<file path="src/rtl/argmax_classifier.sv">
// Sequential argmax over the FC2 class scores: reports winning digit, its raw
// score, best-minus-runner-up margin on the ordering key, and captured overflow.
module argmax_classifier #(
    parameter int unsigned N_CLASSES = 10,
    parameter int unsigned SCORE_W   = 8
) (
    input  logic                           clk,
    input  logic                           iRst,
    input  logic                           ena,
    input  logic                           start,
    input  logic [N_CLASSES*SCORE_W-1:0]   iScores,
    input  logic                           iOverflow,
    output logic                           busy,
    output logic                           done,
    output logic [3:0]                     digit,
    output logic [SCORE_W-1:0]             maxScore,
    output logic [SCORE_W-1:0]             margin,
    output logic                           overflow
);

    localparam int unsigned IDX_W = 4;
    localparam int unsigned VEC_W = N_CLASSES * SCORE_W;
    localparam int unsigned MAG_W = SCORE_W - 1;

    typedef enum logic [1:0] {
        S_IDLE,
        S_SCAN,
        S_DONE
    } state_e;

    state_e               state_q,      state_d;
    logic [VEC_W-1:0]     latch_q,      latch_d;
    logic                 ovf_lat_q,    ovf_lat_d;
    logic [IDX_W-1:0]     idx_q,        idx_d;
    logic [SCORE_W-1:0]   best_key_q,   best_key_d;
    logic [IDX_W-1:0]     best_idx_q,   best_idx_d;
    logic [SCORE_W-1:0]   best_raw_q,   best_raw_d;
    logic [SCORE_W-1:0]   second_key_q, second_key_d;
    logic                 busy_q,       busy_d;
    logic                 done_q,       done_d;
    logic [3:0]           digit_q,      digit_d;
    logic [SCORE_W-1:0]   max_q,        max_d;
    logic [SCORE_W-1:0]   margin_q,     margin_d;
    logic                 overflow_q,   overflow_d;

    logic [SCORE_W-1:0]   cur_raw_c;
    logic [SCORE_W-1:0]   cur_key_c;

    // Sign-magnitude to monotonic unsigned key; negative zero folds onto +0.
    function automatic logic [SCORE_W-1:0] score_key(input logic [SCORE_W-1:0] s);
        if (!s[SCORE_W-1])
            return {1'b1, s[MAG_W-1:0]};
        else if (s[MAG_W-1:0] == '0)
            return {1'b1, MAG_W'(0)};
        else
            return {1'b0, ~s[MAG_W-1:0]};
    endfunction

    // The latch shifts down one score per scan cycle, so the current score is always the low byte.
    assign cur_raw_c = latch_q[SCORE_W-1:0];
    assign cur_key_c = score_key(cur_raw_c);

    always_comb begin
        state_d      = state_q;
        latch_d      = latch_q;
        ovf_lat_d    = ovf_lat_q;
        idx_d        = idx_q;
        best_key_d   = best_key_q;
        best_idx_d   = best_idx_q;
        best_raw_d   = best_raw_q;
        second_key_d = second_key_q;
        busy_d       = busy_q;
        done_d       = done_q;
        digit_d      = digit_q;
        max_d        = max_q;
        margin_d     = margin_q;
        overflow_d   = overflow_q;

        if (ena) begin
            case (state_q)
                S_IDLE, S_DONE: begin
                    if (start) begin
                        latch_d   = iScores;
                        ovf_lat_d = iOverflow;
                        idx_d     = '0;
                        busy_d    = 1'b1;
                        done_d    = 1'b0;
                        state_d   = S_SCAN;
                    end
                end
                S_SCAN: begin
                    if (idx_q == '0) begin
                        best_key_d   = cur_key_c;
                        best_idx_d   = '0;
                        best_raw_d   = cur_raw_c;
                        second_key_d = '0;
                    end else if (cur_key_c > best_key_q) begin
                        second_key_d = best_key_q;
                        best_key_d   = cur_key_c;
                        best_idx_d   = idx_q;
                        best_raw_d   = cur_raw_c;
                    end else if (cur_key_c >= second_key_q) begin
                        second_key_d = cur_key_c;
                    end

                    latch_d = latch_q >> SCORE_W;
                    idx_d   = idx_q + IDX_W'(1);

                    // Last score is folded into the published result on the same edge.
                    if (idx_q == IDX_W'(N_CLASSES - 1)) begin
                        digit_d    = best_idx_d;
                        max_d      = best_raw_d;
                        margin_d   = best_key_d - second_key_d;
                        overflow_d = ovf_lat_q;
                        busy_d     = 1'b0;
                        done_d     = 1'b1;
                        state_d    = S_DONE;
                    end
                end
                default: state_d = S_IDLE;
            endcase
        end
    end

    always_ff @(posedge clk or posedge iRst) begin
        if (iRst) begin
            state_q      <= S_IDLE;
            latch_q      <= '0;
            ovf_lat_q    <= 1'b0;
            idx_q        <= '0;
            best_key_q   <= '0;
            best_idx_q   <= '0;
            best_raw_q   <= '0;
            second_key_q <= '0;
            busy_q       <= 1'b0;
            done_q       <= 1'b0;
            digit_q      <= '0;
            max_q        <= '0;
            margin_q     <= '0;
            overflow_q   <= 1'b0;
        end else begin
            state_q      <= state_d;
            latch_q      <= latch_d;
            ovf_lat_q    <= ovf_lat_d;
            idx_q        <= idx_d;
            best_key_q   <= best_key_d;
            best_idx_q   <= best_idx_d;
            best_raw_q   <= best_raw_d;
            second_key_q <= second_key_d;
            busy_q       <= busy_d;
            done_q       <= done_d;
            digit_q      <= digit_d;
            max_q        <= max_d;
            margin_q     <= margin_d;
            overflow_q   <= overflow_d;
        end
    end

    assign busy     = busy_q;
    assign done     = done_q;
    assign digit    = digit_q;
    assign maxScore = max_q;
    assign margin   = margin_q;
    assign overflow = overflow_q;

endmodule

</file>
<file path="config.mk">
export PLATFORM = sky130hd
export DESIGN_NAME = argmax_classifier
export DESIGN_NICKNAME = d
export VERILOG_FILES = /design/src/rtl/argmax_classifier.sv
export SDC_FILE = /design/constraint.sdc
export NUM_CORES = 1
export LEC_CHECK = 0
export CAP_MARGIN = 10
export CORE_UTILIZATION = 25
export CTS_CLUSTER_DIAMETER = 50
export CTS_CLUSTER_SIZE = 10
export DETAILED_ROUTE_END_ITERATION = 8
export PLACE_DENSITY = 0.4
export SYNTH_ARGS = -nofsm -noshare
export SYNTH_HDL_FRONTEND = slang
export SYNTH_SLANG_ARGS = --single-unit
</file>
<file path="constraint.sdc">
create_clock -name clk -period 7.3 [get_ports clk]
set_input_delay 1.095 -clock clk [delete_from_list [all_inputs] [get_ports clk]]
set_output_delay 1.095 -clock clk [all_outputs]
set_load 0.005 [all_outputs]
</file>
======== Word level (Yosys, flattened, before mapping) ========
Index checks and enable logic that the tools add are counted.
Widths: inputs -> output; s select.
cells by class
  reductions and logical operators ........ 11
  mux-type cells .......................... 28
  eq/ne operators ......................... 5
  $lt $le $gt $ge ......................... 2
  bitwise logic cells ..................... 1
  add/sub/neg operators ................... 2
operator list
  kind                 count
  $pmux 80 s2          1
  $mux 8               13
  $mux 80              1
  $mux 4               3
  $reduce_and 3->1     4
  $ge 8x8->1           1
  $gt 8x8->1           1
  $pmux 4 s2           1
  $sub 8x8->8          1
  $logic_not 7->1      1
  $not 7->7            1
  $add 4x1->4 const B  1
  $eq 4x4->1 const B   1
  $logic_not 4->1      1
  $mux 1               4
  $mux 2               2
  $ne 2x2->1 const B   2
  $pmux 1 s2           2
  $pmux 2 s2           1
  $reduce_and 4->1     1
  $eq 2x1->1 const B   1
  $eq 2x2->1 const B   1
  $logic_not 2->1      1
  $reduce_and 2->1     1
  other kinds (2)      2
storage, ports and cells
  bits of input ports ..................... 85
  word-level logic and storage cells ...... 63
  register bits ........................... 138

======== Depth between registers and ports, before layout ========
  depth after elaboration ................. 10
  mapped depth ............................ 25
  mapped depth without buffers ............ 24

======== Worst setup path before layout ========
OpenSTA, ideal clock, no wires.
  path kind ............................... reg2reg
  from .................................... register latch_q[5]
  to ...................................... register margin_q[7], in the netlist margin[7]
  arrival time ............................ 4.476 ns
  required time ........................... 7.213 ns
  clock period less this slack ............ 4.562 ns
  cell stages (with the launch flop) ...... 24
  path buffers ............................ 1
  setup slack ............................. 2.738 ns
  cell sequence ........................... dfrtp_1 nor4_2 nand2b_1 o31a_4 clkinv_4 mux2i_1 ha_1 nor2b_1 o211ai_1 a31oi_1 or3_1 buf_2 mux2_2 mux2_2 and2_4 ha_1 nor2b_1 o21ai_0 nand2b_1 a31oi_1 a211o_1 nand2b_1 mux2_2 o211ai_1
on the way
  cells in the longest elaborated chain, start to end .. 10
  elaborated cells on any way between the ends .. 16
  classes of those cells .................. 1 x add/sub; 2 x order compare; 11 x mux; 1 x bitwise; 1 x reduce/logical
ends and longest elaborated chain
  what                                          RTL line  RTL
  start, declared                               32        logic [VEC_W-1:0] latch_q, latch_d;
  start signal, assigned                        143       latch_q <= latch_d;
  $logic_not 7->1 or $not 7->7 (tied branches)  53, 56
  $mux 8                                        53        else if (s[MAG_W-1:0] == '0)
  $mux 8 (*)                                    51        if (!s[SCORE_W-1])
  $ge 8x8->1                                    102       end else if (cur_key_c >= second_key_q) begin
  $mux 8                                        102
  $mux 8                                        97        end else if (cur_key_c > best_key_q) begin
  $mux 8                                        92        if (idx_q == '0) begin
  $mux 8                                        80        case (state_q)
  $mux 8                                        79        if (ena) begin
  $sub 8x8->8 (*)                               113       margin_d = best_key_d - second_key_d;
  end signal, assigned                          154       margin_q <= margin_d;
  end, declared                                 43        logic [SCORE_W-1:0] margin_q, margin_d;
Mark *: on every way between the ends. The rest lies on a longest branch, timed or not. The select of a mux whose other input is x is not followed.
A chain may end at the register's enable or synchronous reset.

======== Final worst setup path ========
Ends and elaborated chain as after synthesis.

==> results.json <==
{
  "yosysWarnings": 0,
  "clock_tree.root_cell": "clkbuf_16",
  "pre_cts_ws_ns": 1.77,
  "fmaxAchievable_mhz": 183,
  "timing.critical_path.cells": "nor4_2 -> nand2b_1 -> o31a_4 -> clkinv_4 -> mux2i_1 -> ha_1 -> nor2b_1 -> o211ai_1 -> a21oi_1 -> o22ai_1 -> buf_4 -> and2_1 -> nor2_1 -> a21o_1 -> inv_1 -> ha_1 -> nor2b_1 -> o21ai_0 -> nand2b_1 -> a31oi_1 -> a211o_1 -> o2111ai_1 -> mux2_2 -> o211ai_1",
  "largest_net_degree_at_the_start_of_global_routing": 91,
  "post_synth_instance_area_sq_um": 6970,
  "leakage_nw": 4.23,
  "ff2ff_setup_slack_ns": 1.84,
  "hpwl_reported_at_the_end_of_detailed_placement_mm": 12.3,
  "timing.slew.headroom_pct": 25.2,
  "path_class": "flip-flop to flip-flop",
  "synth_cell_types": 41,
  "fraction_of_synthesized_cell_area_in_xor_and_xnor_cells_pct": 0.880,
  "drt_first_pass_iters": 6,
  "finalWorstSetupSlack_ns": 1.84,
  "initial_utilization_pct": 25.6,
  "number_of_enable_flip_flop_cells_after_synthesis": 0,
  "crit_family": "simple AND/OR/NAND/NOR gates",
  "finalPower_mw": 4.45,
  "seq_area_frac_synth_pct": 49.6,
  "synth_area_leaders": "dfrtp_1 (50%), mux2i_1 (15%), o21ai_0 (8.0%), nand2_1 (6.8%), ha_1 (4.8%)",
  "grt_use_total_pct": 13.1,
  "route.detailed.vias_per_inst": 4.35,
  "post-cts-setup-buffer-count": 0,
  "synth.avg_cell_area_sq_um": 9.98,
  "arrival_time_of_data_at_the_critical_path_endpoint_ns": 5.79,
  "run_status": "complete, no violations",
  "drt_drc_violations_left": 0,
  "critical-path-max-stage-delay_ns": 0.80,
  "clock_tree.buffer_depth": 2,
  "async_flop_share_pct": 100,
  "synth_top_area_cell": "dfrtp_1",
  "grt_first_pass_wirelength_mm": 29.0,
  "dp.cells": 1141,
  "syn-num-nets": 811,
  "post_synth_fa_ha_maj_area_fraction_pct": 5.13,
  "path_buf_inv": 3,
  "antenna_violating_nets_post_route": 0,
  "utilization_pct": 33.2,
  "routed_wl_mm": 17.5,
  "yosys-mux-area-fraction_pct": 16.5,
  "cts-buffers-inserted": 17,
  "fp.dieArea_sq_um": 28500,
  "hold_buffers": 0,
  "setup_viol": 0,
  "grt_antenna_before_repair": 4,
  "final_max_slew_viol_count": 0,
  "post_route_cells_drive_above_1_share_pct": 7.37,
  "synth_top_flop_cell": "dfrtp_1",
  "vdd_ir_drop_max_uv": 228,
  "number_of_hold_slack_violations_in_the_final_timing_report": 0,
  "boundaryPins": 108,
  "compound_gate_portion_of_the_synthesized_area_pct": 13.5,
  "grt_overflow": 0,
  "timing.final.crit_period_ns": 5.46,
  "rsz0062_at_grt": "no",
  "fin_worst_skew_ns": 0.00897,
  "nets": 901,
  "place.port_buffers": 107,
  "max_capacitance_violation_total": 0,
  "tritoncts": "done",
  "detail_route.wl_per_cell_microns": 14.9,
  "floorplan.rows": 60,
  "globalplace.congestion": 0.819,
  "post-synth-top-area-fraction_pct": 49.6,
  "fin_setup_tns_ns": 0,
  "mostFrequentLayoutCells": "dfrtp_1 (138), nand2_1 (126), o21ai_0 (112)",
  "core_box_area_sq_um": 27200,
  "worstMarginPinSlew_ns": 1.12,
  "dr_total_vias": 5111,
  "most_common_cell_after_layout_fill_and_taps_aside": "dfrtp_1",
  "timing.critical_path.fanout_max": 22,
  "first_global_vias": 5384,
  "synth-simple-area-share_pct": 10.8,
  "clkLatencyLatePin_ns": 0.43,
  "horizontal_die_dimension_microns": 169,
  "synth_seq_cells": 138,
  "flow.area_growth_from_synthesis_pct": 29.4,
  "cts-htree-levels": 4,
  "crit_path_end_kind": "flip-flop",
  "hold_path_class": "flip-flop to flip-flop",
  "worstPathRequired_ns": 7.64,
  "post_cts.resized_instances": 0,
  "layoutNonFillerInstCount": 1174,
  "tritoncts_num_sinks": 138,
  "die_y_microns": 169,
  "power.density_nw_per_um2": 494,
  "cp-start-kind": "flip-flop",
  "min_period_over_period_pct": 74.7,
  "worst_path_max_delay_cell": "and2_1",
  "clkTransAtPathRegs_ns": 0.06,
  "netlist_instances": 698,
  "largest_family_of_logic_cells_by_synthesized_area": "multiplexers",
  "detail_route.iter0.violations": 238
}
==> state kept, by name, summed over array words and instances (netlist names) <==
| register | count |
|---|---|
| best_raw_q | 8 |
| second_key_q | 8 |
| maxScore | 8 |
| best_idx_q | 4 |
| best_key_q | 8 |
| state_q | 2 |
| idx_q | 4 |
| digit | 4 |
| busy | 1 |
| margin | 8 |
| ovf_lat_q | 1 |
| done | 1 |
| latch_q | 80 |
| overflow | 1 |
==> layout make-up <==
class / count / area [sq um]
diodes: 1 / 2.50
clock buffers: 18 / 439
clock inverters: 14 / 161
fillers: 2844 / 18200
inverters: 23 / 96.3
multi-input cells: 494 / 3280
flip-flops and latches: 138 / 3450
well taps: 372 / 465
repair buffers: 114 / 1120
==> kinds of logic after synthesis <==
family | after synthesis
AOI/OAI and AO/OA | 167
xor gates and xnor gates | 7
adders and majority gates | 28
buffers and inverters | 66
DFF | 138
muxes | 113
and+or+nand+nor | 179
==> worst paths after layout <==
path | startpoint | endpoint | cells past startpoint
hold / removal | ovf_lat_q | overflow | 2
setup reg to reg | latch_q[5] | margin[7] | 24
max in group asynchronous | iRst | best_key_q[3] | 3
hold reg to reg | ovf_lat_q | overflow | 2
setup / recovery | latch_q[5] | margin[7] | 24
min in group asynchronous | iRst | latch_q[58] | 2
==> stage by stage <==
| step | cell area (sq um) | hold slack [ns] |
|---|---|---|
| global placement | 8410 | 0.458 |
| CTS | 9010 | 0.478 |
| floorplan | 6970 | 0.435 |
| finish | 9020 | 0.469 |
| detailed placement | 8410 | 0.461 |
| global route | 9010 | 0.495 |
==> synth_stat cells, drive strengths merged (2+ instances only) <==
| master | n |
|---|---|
| a211o | 2 |
| a21o | 3 |
| a21oi | 22 |
| a22o | 13 |
| a31oi | 2 |
| and2 | 5 |
| buf | 13 |
| clkbuf | 30 |
| dfrtp | 138 |
| ha | 27 |
| inv | 22 |
| mux2 | 12 |
| mux2i | 101 |
| nand2 | 126 |
| nand2b | 6 |
| nand4 | 4 |
| nor2 | 24 |
| nor2b | 5 |
| nor3 | 4 |
| o211ai | 4 |
| o21ai | 113 |
| o22ai | 2 |
| xnor2 | 3 |
| xor2 | 4 |
==> tightest hold or removal path, stage by stage (launching register included) <==
cell	delay (ns)
dfrtp_1	0.34
nand2_1	0.05
nand2_1	0.05
==> power breakdown <==
| group | total [mW] | switching (mW) | internal (mW) | leakage [nW] |
|---|---|---|---|---|
| Sequential | 1.27 | 0.207 | 1.07 | 1.78 |
| Combinational | 2.29 | 1.25 | 1.04 | 2.16 |
| Clock | 0.893 | 0.373 | 0.520 | 0.285 |
| Total | 4.45 | 1.83 | 2.63 | 4.23 |
==> layer usage <==
layer	vias up	GRT usage, %	routed length, microns
li1	2601	-	-
met1	2399	16.8	8020
met2	87	20.4	8010
met3	20	4.70	1210
met4	4	4.31	268
met5	-	0	16
Note: power is estimated with default switching activity, not from simulation.
